==> src/rtl/fifo_rr_arbiter.sv <==
// fifo_rr_arbiter: round-robin drain of N_IN input FIFOs into one output FIFO.
// Each grant pops one input FIFO. The popped word is pushed to the output
// FIFO on the next cycle, because the input FIFO read data is registered.
// Popping stops while the output FIFO reports almost_full or full.
// Any FIFO error flag moves the FSM into a sticky ERROR state.
// Optional feature: define ARB_STATS_EN to add per-input 8-bit saturating
// grant counters on the grant_cnt port.
module fifo_rr_arbiter #(
    parameter int N_IN   = 4,
    parameter int DATA_W = 4
) (
    input  logic                     clk,
    input  logic                     reset,
    input  logic [N_IN-1:0]          in_empty,
    input  logic [N_IN-1:0]          in_error,
    input  logic [N_IN*DATA_W-1:0]   in_data,
    output logic [N_IN-1:0]          in_pop,
    input  logic                     out_full,
    input  logic                     out_almost_full,
    input  logic                     out_error,
    output logic                     out_push,
    output logic [DATA_W-1:0]        out_data,
    output logic [2:0]               state,
`ifdef ARB_STATS_EN
    output logic [N_IN*8-1:0]        grant_cnt,
`endif
    output logic                     error_out
);

    localparam int IDX_W = $clog2(N_IN);

    typedef enum logic [2:0] {
        ST_RESET  = 3'd0,
        ST_INIT   = 3'd1,
        ST_IDLE   = 3'd2,
        ST_ACTIVE = 3'd3,
        ST_ERROR  = 3'd4
    } state_t;

    state_t             state_q, state_d;
    logic [IDX_W-1:0]   last_q, last_d;   // most recently granted input
    logic [IDX_W-1:0]   idx_q, idx_d;     // input popped last cycle
    logic               vld_q, vld_d;     // a pop happened last cycle
    logic [DATA_W-1:0]  data_q, data_d;   // last word pushed, held between pushes

    logic               any_err;
    logic               all_empty;
    logic               can_pop;
    logic               grant_vld;
    logic [IDX_W-1:0]   grant_idx;
    logic [IDX_W-1:0]   cand_idx;

    // Wraps base+off into the range 0..N_IN-1.
    function automatic logic [IDX_W-1:0] wrap_idx(input int base, input int off);
        int s;
        s = (base + off) % N_IN;
        return s[IDX_W-1:0];
    endfunction

    assign any_err   = (|in_error) | out_error;
    assign all_empty = &in_empty;

    // FSM state register.
    always_ff @(posedge clk or negedge reset) begin
        if (!reset) begin
            state_q <= ST_RESET;
        end else begin
            state_q <= state_d;
        end
    end

    // FSM next-state logic. ERROR wins over every other transition once
    // the FSM has left RESET/INIT, and it is only left through reset.
    always_comb begin
        state_d = state_q;
        case (state_q)
            ST_RESET:  state_d = ST_INIT;
            ST_INIT:   state_d = ST_IDLE;
            ST_IDLE: begin
                if (any_err)         state_d = ST_ERROR;
                else if (!all_empty) state_d = ST_ACTIVE;
            end
            ST_ACTIVE: begin
                if (any_err)                  state_d = ST_ERROR;
                else if (all_empty && !vld_q) state_d = ST_IDLE;
            end
            ST_ERROR:  state_d = ST_ERROR;
            default:   state_d = ST_ERROR;
        endcase
    end

    // FSM outputs.
    always_comb begin
        state     = state_q;
        error_out = (state_q == ST_ERROR);
    end

    // Round-robin grant. The scan starts just after the last grant. The input
    // popped in the previous cycle is skipped because its registered empty
    // flag does not yet reflect that pop.
    always_comb begin
        grant_vld = 1'b0;
        grant_idx = last_q;
        cand_idx  = last_q;
        in_pop    = '0;
        can_pop   = ((state_q == ST_IDLE) || (state_q == ST_ACTIVE)) &&
                    !out_full && !out_almost_full;
        for (int k = 1; k <= N_IN; k++) begin
            cand_idx = wrap_idx(int'(last_q), k);
            if (can_pop && !grant_vld && !in_empty[cand_idx] &&
                !(vld_q && (idx_q == cand_idx))) begin
                grant_vld = 1'b1;
                grant_idx = cand_idx;
            end
        end
        if (grant_vld) begin
            in_pop[grant_idx] = 1'b1;
        end
    end

    // Push side: the word popped last cycle is now on the FIFO's q_b. A push
    // that is pending when ERROR is entered is dropped.
    always_comb begin
        out_push = vld_q && (state_q != ST_ERROR);
        out_data = out_push ? in_data[int'(idx_q)*DATA_W +: DATA_W] : data_q;
        data_d   = out_data;
        vld_d    = grant_vld;
        idx_d    = grant_vld ? grant_idx : idx_q;
        last_d   = grant_vld ? grant_idx : last_q;
    end

    // Grant pointer and pop->push pipeline registers. The pointer resets to
    // the last input so that input 0 has first priority.
    always_ff @(posedge clk or negedge reset) begin
        if (!reset) begin
            last_q <= IDX_W'(N_IN - 1);
            idx_q  <= '0;
            vld_q  <= 1'b0;
            data_q <= '0;
        end else begin
            last_q <= last_d;
            idx_q  <= idx_d;
            vld_q  <= vld_d;
            data_q <= data_d;
        end
    end

`ifdef ARB_STATS_EN
    logic [N_IN*8-1:0] cnt_q, cnt_d;

    // Per-input grant counters; they saturate at 255 and freeze in ERROR.
    always_comb begin
        cnt_d = cnt_q;
        for (int i = 0; i < N_IN; i++) begin
            if (in_pop[i] && (state_q != ST_ERROR) && (cnt_q[i*8 +: 8] != 8'hFF)) begin
                cnt_d[i*8 +: 8] = cnt_q[i*8 +: 8] + 8'd1;
            end
        end
    end

    // Grant counter registers.
    always_ff @(posedge clk or negedge reset) begin
        if (!reset) begin
            cnt_q <= '0;
        end else begin
            cnt_q <= cnt_d;
        end
    end

    assign grant_cnt = cnt_q;
`endif

endmodule
==> config.mk <==
export PLATFORM = sky130hd
export DESIGN_NAME = fifo_rr_arbiter
export DESIGN_NICKNAME = d
export VERILOG_FILES = /design/src/rtl/fifo_rr_arbiter.sv
export SDC_FILE = /design/constraint.sdc
export NUM_CORES = 1
export LEC_CHECK = 0
export CORE_MARGIN = 2
export CORE_UTILIZATION = 43
export CTS_CLUSTER_DIAMETER = 200
export CTS_CLUSTER_SIZE = 20
export DETAILED_ROUTE_END_ITERATION = 16
export PLACE_DENSITY = 0.94
export SYNTH_ARGS = -nofsm -noshare
export SYNTH_HDL_FRONTEND = slang
export SYNTH_SLANG_ARGS = --single-unit
==> constraint.sdc <==
create_clock -name clk -period 6.4 [get_ports clk]
set_clock_uncertainty 0.2 [all_clocks]
set_input_delay 1.28 -clock clk [delete_from_list [all_inputs] [get_ports clk]]
set_output_delay 1.28 -clock clk [all_outputs]
set_load 0.1 [all_outputs]
# Word-level counts from Yosys, hierarchy flattened
# Index checks and enable logic that the tools add are counted.
# totals
ramBits	0
mem_bits_ro	0
reg_bits	12
inputBits	29
latchBits	0
out_inout_bits	13
mem_count	0
wordCells	92
# classes
n_shift	1
add_sub_neg	4
n_eq_ne	11
bitwise	1
mux	25
div_mod_pow	0
n_mul	0
n_reduce_logical	39
order_cmp	6
# op_table
op	count
$logic_and A1 B1 Y1	20
$shiftx A16 B5 Y4	1
$lt A2 B3 Y1 const B	5
$logic_not A1 Y1	14
$mux W3	4
$pmux W3 S4	1
$mux W1	9
$ne A3 B3 Y1 const B	3
$bmux W1 S2	4
$eq A2 B2 Y1	4
$mux W2	4
$mux W4	2
$eq A3 B2 Y1 const B	2
$add A2 B1 Y2 const B	2
$add A2 B2 Y2 const B	2
$reduce_and A4 Y1	1
$reduce_or A4 Y1	1
$eq A3 B1 Y1 const B	1
$eq A3 B3 Y1 const B	1
$logic_not A3 Y1	1
$demux W1 S2	1
$ge A2 B1 Y1 const B	1
$reduce_and A2 Y1	1
$logic_or A1 B1 Y1	1
$or A1 B1 Y1	1

# Longest topological paths before layout
# Gate-level depths: netlist of run 1.
# logic_depth
depth_word	27
ltp_mapped	9
mapped_depth_nobuf	7

# Worst setup path before layout of run 1
# No wires, ideal clock.
# synth_timing
path_kind	in2out
start	input out_full
end	output in_pop[2]
arrival_ns	4.411
slack_ns	0.509
required_time_ns	4.920
stages	4
path_buffers	0
path_cell_list	or4b_1 > a31oi_1 > o31ai_2 > nor3b_1
# synth_via
elab_chain_cells	26
word_cells_on_any_way	31
cone_classes	order compare: 2; mux: 11; reduce/logical: 18
# synth_lines
element	line	source
start: declaration	18	input logic out_full,
$logic_not A1 Y1 *	107	!out_full && !out_almost_full;
$logic_and A1 B1 Y1 *	106	can_pop = ((state_q == ST_IDLE) || (state_q == ST_ACTIVE)) &&
$logic_and A1 B1 Y1 *	107	
$logic_and A1 B1 Y1 (2 in a row)	110	if (can_pop && !grant_vld && !in_empty[cand_idx] &&
$mux W1	110	
$logic_not A1 Y1	110	
$logic_and A1 B1 Y1 (3 in a row)	110	
$mux W1	110	
[... 5 more ...]	n/a	
$logic_not A1 Y1	110	
$logic_and A1 B1 Y1 (3 in a row)	110	
$mux W2	110	
$lt A2 B3 Y1 (not written as such) / $ge A2 B1 Y1 (equally long branches)	117	in_pop[grant_idx] = 1'b1;
$logic_and A1 B1 Y1 (not written as such)	117	
$mux W1 (not written as such)	117	
$demux W1 S2	117	
$mux W4 *	116	if (grant_vld) begin
end: declaration	17	output logic [N_IN-1:0] in_pop,
# Mark *: on every way between the ends. The rest lies on a longest branch, timed or not.

# Worst setup path in the final report of run 1
# layout_timing
start	input in_data[13]
end	output out_data[1]
# layout_via
elab_chain_cells	2
# layout_lines
element	line	source
start: declaration	16	input logic [N_IN*DATA_W-1:0] in_data,
$shiftx A16 B5 Y4	125	out_data = out_push ? in_data[int'(idx_q)*DATA_W +: DATA_W] : data_q;
$mux W4	125	
end: declaration	22	output logic [DATA_W-1:0] out_data,
# No other way between the ends.

==> results of run 1 <==
[synth_stat cells (all sizes together), types with 2 or more instances]
master | instances | area [sq um]
o31ai | 2 | 20.0
dfstp | 2 | 52.6
mux2 | 5 | 60.1
a31oi | 5 | 37.5
dfrtp | 10 | 250
inv | 3 | 11.3
a21o | 2 | 15.0
nor2 | 5 | 18.8
buf | 4 | 37.5
nand2 | 6 | 22.5
o211ai | 2 | 15.0
nand3 | 2 | 10.0
nor3 | 4 | 20.0
nor3b | 3 | 32.5
mux4 | 4 | 90.1
nand2b | 3 | 18.8
o21ai | 4 | 20.0
and3 | 2 | 12.5
[cells in the final DEF, fill, tap and decap left out, types with 2 or more instances in the layout]
cell type / Yosys / routed
a21o_1: 2 / 2
a31oi_1: 4 / 4
and3_1: 2 / 2
buf_4: 0 / 4
clkbuf_4: 0 / 3
clkdlybuf4s50_1: 0 / 37
dfrtp_1: 10 / 10
dfstp_2: 2 / 2
inv_1: 2 / 2
mux2_2: 4 / 4
mux4_2: 4 / 4
nand2_1: 6 / 6
nand2b_1: 3 / 3
nand3_1: 2 / 2
nor2_1: 5 / 5
nor3_1: 4 / 4
nor3b_2: 2 / 2
o211ai_1: 2 / 2
o21ai_0: 4 / 4
[worst max-delay path: stages]
cell	delay, ns
clkdlybuf4s50_1	0.41
mux4_2	0.48
mux2_2	0.30
clkdlybuf4s50_1	0.97
[state kept, by name, summed over array words and instances (netlist names)]
register,cells
data_q,4
state,3
idx_q,2
last_q,2
vld_q,1
[per-stage QoR]
stage,std cells,utilization,total power [mW]
after floorplan,82,-,0.114
after global placement,146,0.656,0.137
after detailed placement,146,0.656,0.139
after CTS,150,0.674,0.199
after global routing,150,0.674,0.206
final,150,0.674,0.198
[worst max path at each step]
stage | to | start | slack, ns
after floorplan | in_pop[2] | out_full | 0.51
after global placement | out_data[0] | in_data[0] | 1.52
after detailed placement | out_data[1] | in_data[13] | 1.48
after CTS | out_data[1] | in_data[13] | 1.48
after global routing | in_pop[2] | out_full | 1.37
final | out_data[1] | in_data[13] | 1.48
[report_power, final]
group          internal, mW  leakage (nW)  total [mW]  switching (mW)
clock                0.0346        0.0210      0.0600          0.0254
combinational        0.0275         0.341      0.0546          0.0271
sequential           0.0790         0.145      0.0830         0.00403
[logic make-up after synthesis]
kind of cell / Yosys count / share of synthesized area
muxes: 10 / 0.180
buffers and inverters: 8 / 0.0591
DFF: 12 / 0.340
and+or+nand+nor: 34 / 0.250
AOI/OAI and AO/OA: 18 / 0.170
[per-layer routing]
| metal | part of all wire | wire length [microns] | GRT usage |
|---|---|---|---|
| met4 | 0.0056 | 14 | 0.0556 |
| met5 | 0 | 0 | 0 |
| met3 | 0.079 | 197 | 0.0636 |
| met1 | 0.41 | 1030 | 0.225 |
| met2 | 0.50 | 1240 | 0.387 |
[cell type report]
class,count,area [sq um]
inverters,4,15.0
clock buffers,4,36.3
fillers,139,639
flip-flops and latches,12,303
well taps,27,33.8
repair buffers,41,400
multi-input cells,62,534
==> impl_results.md, run 1 <==
* Core Area at a little under 0.002 sq mm
* Initial Util at 0.453
* Final Hold Viols at 0
* Layout cells sized above 1 at 0.220
* Vias post-DR at 838
* Routed wire per std cell at between 15 and 20 microns
* Initial antenna violation count at 0
* Port bufs at just over 40
* Register area share after synthesis at 0.340
* Drt via density at about 5.6
* Post-CTS Setup Bufs at 0
* # nets final at 153
* Clk Latency, worst-skew pair at approximately 0.27 ns
* EDFF count, synth at 0
* Number of DRC markers in iteration 0 at 20
* Full die area at about 0.0024 sq mm
* Number of buffers created by CTS at 3
* Hold EP: data_q[2]
* Top FF cell, synth: dfrtp_1
* # DRC at 0
* Slew Limit Headroom at 0.334
* Synthesis warning total at 0
* Total global routing overflow at 0
* Placement Setup Slack at about 1.5 ns
* Cell Area, Synth at about 890 sq um
* Hold crit path type: reg -> reg
* Post-route clock period utilization at 0.769
* Synthesized net count at between 100 and 150
* Maximum root-to-sink buffer count at 2
* RSZ-0062 raised after global routing: false
* Post-cts sizing count at 0
* Boundary pin count at 42
* Async SR Flop Fraction at 1.00
* Setup_tns at 0 ns
* First-pass iteration count of the detailed router at 4
* Worst setup SP type: primary input
* Die H at roughly 49 microns
* R2r setup slk at around 4.0 ns
* HPWL Detailed at 2.01 mm
* Post-Route WL at about 2.5 mm
* Avg Inst Size Synth at 10.8 sq um
* R2R depth at 6
* F_max at 203 MHz
* RR Endpoint: idx_q[0]
* Crit end category: output pin
* Pin count of the biggest net entering global routing at 13
* Worst-Margin Slew at about 1 ns
* Max-cap violations at 0
* Worst hold path cell count at 1
* N_diodes at 0
* Lkg Pwr at just over 0.5 nW
* Critical-path maximum fanout at 2
* Placed Instance Area at 0.00129 sq mm
* Post-synthesis register bit count at 12
* Syn Inst Count at between 80 and 90
* Clk sinks at 12
* Post-route design area at 0.00132 sq mm
* Crit path time final at roughly 4.9 ns
* Worst Min Path Start: data_q[2]
* Htree depth at 1
* Vias in the first global route at between 800 and 900
* Final hold slack at ~0.3 ns
* Crit path DAT at 3.44 ns
* Placer Congestion at 0.780
* Clock-pin slew on the worst setup and hold paths at ~0.070 ns
* Setup Viol. Count Final at 0
* Tot GR Track Use at 0.207
* Max Transition Viols Final at 0
* Critical Path RT at between 4 and 5 ns
* Root buf cell: clkbuf_4
* Layout area overhead at 48.7%
* Unique cell type count in the Yosys netlist at 38
* Status: finished clean
* CTS tree: yes
* Final worst slack at around 1.5 ns
* Peak supply drop at approximately 89 uV
* Die width at just under 50 microns
* # rows at 16
* CTS Hold Buffers Added at 0
* PwrDens at about 150 mW/mm^2
* First-pass GRT wire length at approximately 3.9 mm
* Kind of critical path: in -> out
* Worst r2r src: idx_q[0]
* Post-DRT Antenna Nets at 0
No activity file was read; power rests on OpenSTA's default activity.
==> inputs of run 2 (changes only) <==
--- a/config.mk
+++ b/config.mk
@@ -5,12 +5,13 @@
 export SDC_FILE = /design/constraint.sdc
 export NUM_CORES = 1
 export LEC_CHECK = 0
+export CORE_ASPECT_RATIO = 0.6
 export CORE_MARGIN = 2
-export CORE_UTILIZATION = 43
+export CORE_UTILIZATION = 40
 export CTS_CLUSTER_DIAMETER = 200
 export CTS_CLUSTER_SIZE = 20
 export DETAILED_ROUTE_END_ITERATION = 16
-export PLACE_DENSITY = 0.94
+export PLACE_DENSITY = 0.89
 export SYNTH_ARGS = -nofsm -noshare
 export SYNTH_HDL_FRONTEND = slang
 export SYNTH_SLANG_ARGS = --single-unit
==> constraint.sdc (replaced) <==
create_clock -name clk -period 4.6 [get_ports clk]
set_clock_uncertainty 0.2 [all_clocks]
set_input_delay 0.92 -clock clk [delete_from_list [all_inputs] [get_ports clk]]
set_output_delay 0.92 -clock clk [all_outputs]
set_load 0.1 [all_outputs]
==> run 2 against run 1 <==
Net effect: clock power grew 92%; critical path type unchanged; first-iteration DRC count shrank 30%; design area grew 5.5%; worst hold slack lost 0.0036 ns; sequential power grew 40%; sequential share of layout area shrank 1.2 points; utilization shrank 1.9 points; largest cell class unchanged; final cell count grew 2.0%; power grew 55%; combinational power grew 36%; register-to-register slack lost 1.9 ns.
==> impl_results.md, run 2 (synthesis results as in run 1) <==
* Post-Route WL at 2.33 mm
* Initial Util at 0.417
* Post-route design area at 0.00140 sq mm
* Max Transition Viols Final at 0
* Setup Viol. Count Final at 0
* Hold crit path type: reg -> reg
* Maximum root-to-sink buffer count at 2
* Max-cap violations at 0
* R2r setup slk at ~2.1 ns
* Die width at ~65 microns
* N_diodes at 0
* Critical-path maximum fanout at 5
* Final worst slack at 0.433 ns
* Switch Pwr at about 0.08 mW
* Most common cell after layout, fill and taps aside: clkdlybuf4s50_1
* Worst-Margin Slew at 0.997 ns
* HPWL Detailed at approximately 1.8 mm
* Crit end category: output pin
* Final Util at 0.655
* Pin count of the biggest net entering global routing at 13
* Vias post-DR at 850
* RSZ-0062 raised after global routing: false
* Sequential power share at 0.379
* Die H at between 40 and 50 microns
* Critical Path RT at between 3 and 4 ns
* Final Hold Viols at 0
* # DRC at 0
* Crit path time final at ~4.2 ns
* Crit path DAT at approximately 3 ns
* Critical-path top delay cell: nor4b_1
* CTS tree: yes
* CTS Hold Buffers Added at 0
* Routed wire per std cell at about 15 microns
* R2R depth at 6
* Total global routing overflow at 0
* Post-route clock period utilization at 0.906
* Post-Layout Cell Count at approximately 150
* Crit-path cells: clkdlybuf4s50_1 > nor4b_1 > o211ai_1 > a21o_1 > nand2_1 > nor3b_2 > buf_12
* # nets final at roughly 150
* Layout area overhead at 56.8%
* Peak supply drop at around 170 uV
* Placed Instance Area at about 0.0013 sq mm
* Inst Count DP at around 150
* PwrDens at ~220 mW/mm^2
* Setup_tns at 0 ns
* Clock-pin slew on the worst setup and hold paths at ~0.050 ns
* Core Area at approximately 0.0021 sq mm
* Worst hold path cell count at 1
* Initial antenna violation count at 0
* First-pass GRT wire length at about 3.6 mm
* Kind of critical path: in -> out
* Worst setup SP type: primary input
* Layout cells sized above 1 at 0.268
* M1 WL at 1.05 mm
* Wire length on met2 at approximately 1.1 mm
* Slew Limit Headroom at 0.333
* Placement Setup Slack at 0.526 ns
* Vias in the first global route at 777
* Status: finished clean
* F_max at between 200 and 250 MHz
* Max layer used: met4
* Lkg Pwr at 0.532 nW
* Root buf cell: clkbuf_8
* Max reg flops at 4
* Overall power at between 0.3 and 0.4 mW
* Placer Congestion at around 0.86
* Clk Latency, worst-skew pair at ~0.24 ns
* Biggest register: data_q
* Switching share of power at 0.269
* Full die area at ~0.0026 sq mm
* # rows at 13
* Final hold slack at slightly below 0.3 ns
* Post-CTS Setup Bufs at 0
* Internal power at ~0.22 mW
* Drt via density at 5.56
* Htree depth at 1
* Clock share of power at 0.377
* Slowest Stage Delay on Critical Path at ~0.64 ns
* Number of DRC markers in iteration 0 at 14
* Port bufs at between 40 and 50
* Boundary pin count at 42
* Post-cts sizing count at 0
* First-pass iteration count of the detailed router at 6
* Met3 wire length at around 160 microns
* Number of buffers created by CTS at 3
* Clk sinks at 12
* Fillcell total at roughly 160
* Tot GR Track Use at 0.192
* Comb pwr share at 0.244
* Leading cell types in the layout, fill and taps excluded: clkdlybuf4s50_1, dfrtp_1, nand2_1, nor2_1
* Post-DRT Antenna Nets at 0
[run 2: changes by cell type in the layout (fill, tap and decap cells not counted), sizes merged]
cell / before / now
buf: 4 / 8
clkdlybuf4s50: 37 / 33
[run 2: worst paths after layout]
kind,startpoint,to
hold reg to reg,data_q[3],data_q[3]
setup / recovery,out_full,in_pop[2]
max in group asynchronous,reset,last_q[1]
hold / removal,data_q[3],data_q[3]
setup reg to reg,idx_q[0],idx_q[0]
min in group asynchronous,reset,data_q[2]
[run 2: critical path, delay by kind of cell]
kind / cells / cell delay [ns]
simple gates: 3 / 1.08
buf+inv: 2 / 0.62
compound gates: 2 / 0.42
[run 2: power groups by stage]
stage | Clock (mW) | Combinational, mW | Sequential [mW]
CTS | 0.117 | 0.0748 | 0.116
floorplan | 0 | 0.0434 | 0.115
global placement | 0 | 0.0727 | 0.117
detailed placement | 0 | 0.0745 | 0.118
finish | 0.115 | 0.0745 | 0.116
global route | 0.125 | 0.0787 | 0.117
[run 2: cell type report]
class | count | area (sq um) | share of cell area
tap | 30 | 37.5 | 0.0269
multi-input combinational | 62 | 544 | 0.390
inverter | 4 | 15.0 | 0.0108
timing repair buffer | 41 | 440 | 0.316
clock buffer | 4 | 55.1 | 0.0395
sequential | 12 | 303 | 0.217
[run 2: metal layers]
metal | vias up | track usage
li1 | 398 | -
met4 | 0 | 0.0319
met2 | 45 | 0.330
met3 | 2 | 0.0562
met5 | - | 0
met1 | 405 | 0.252
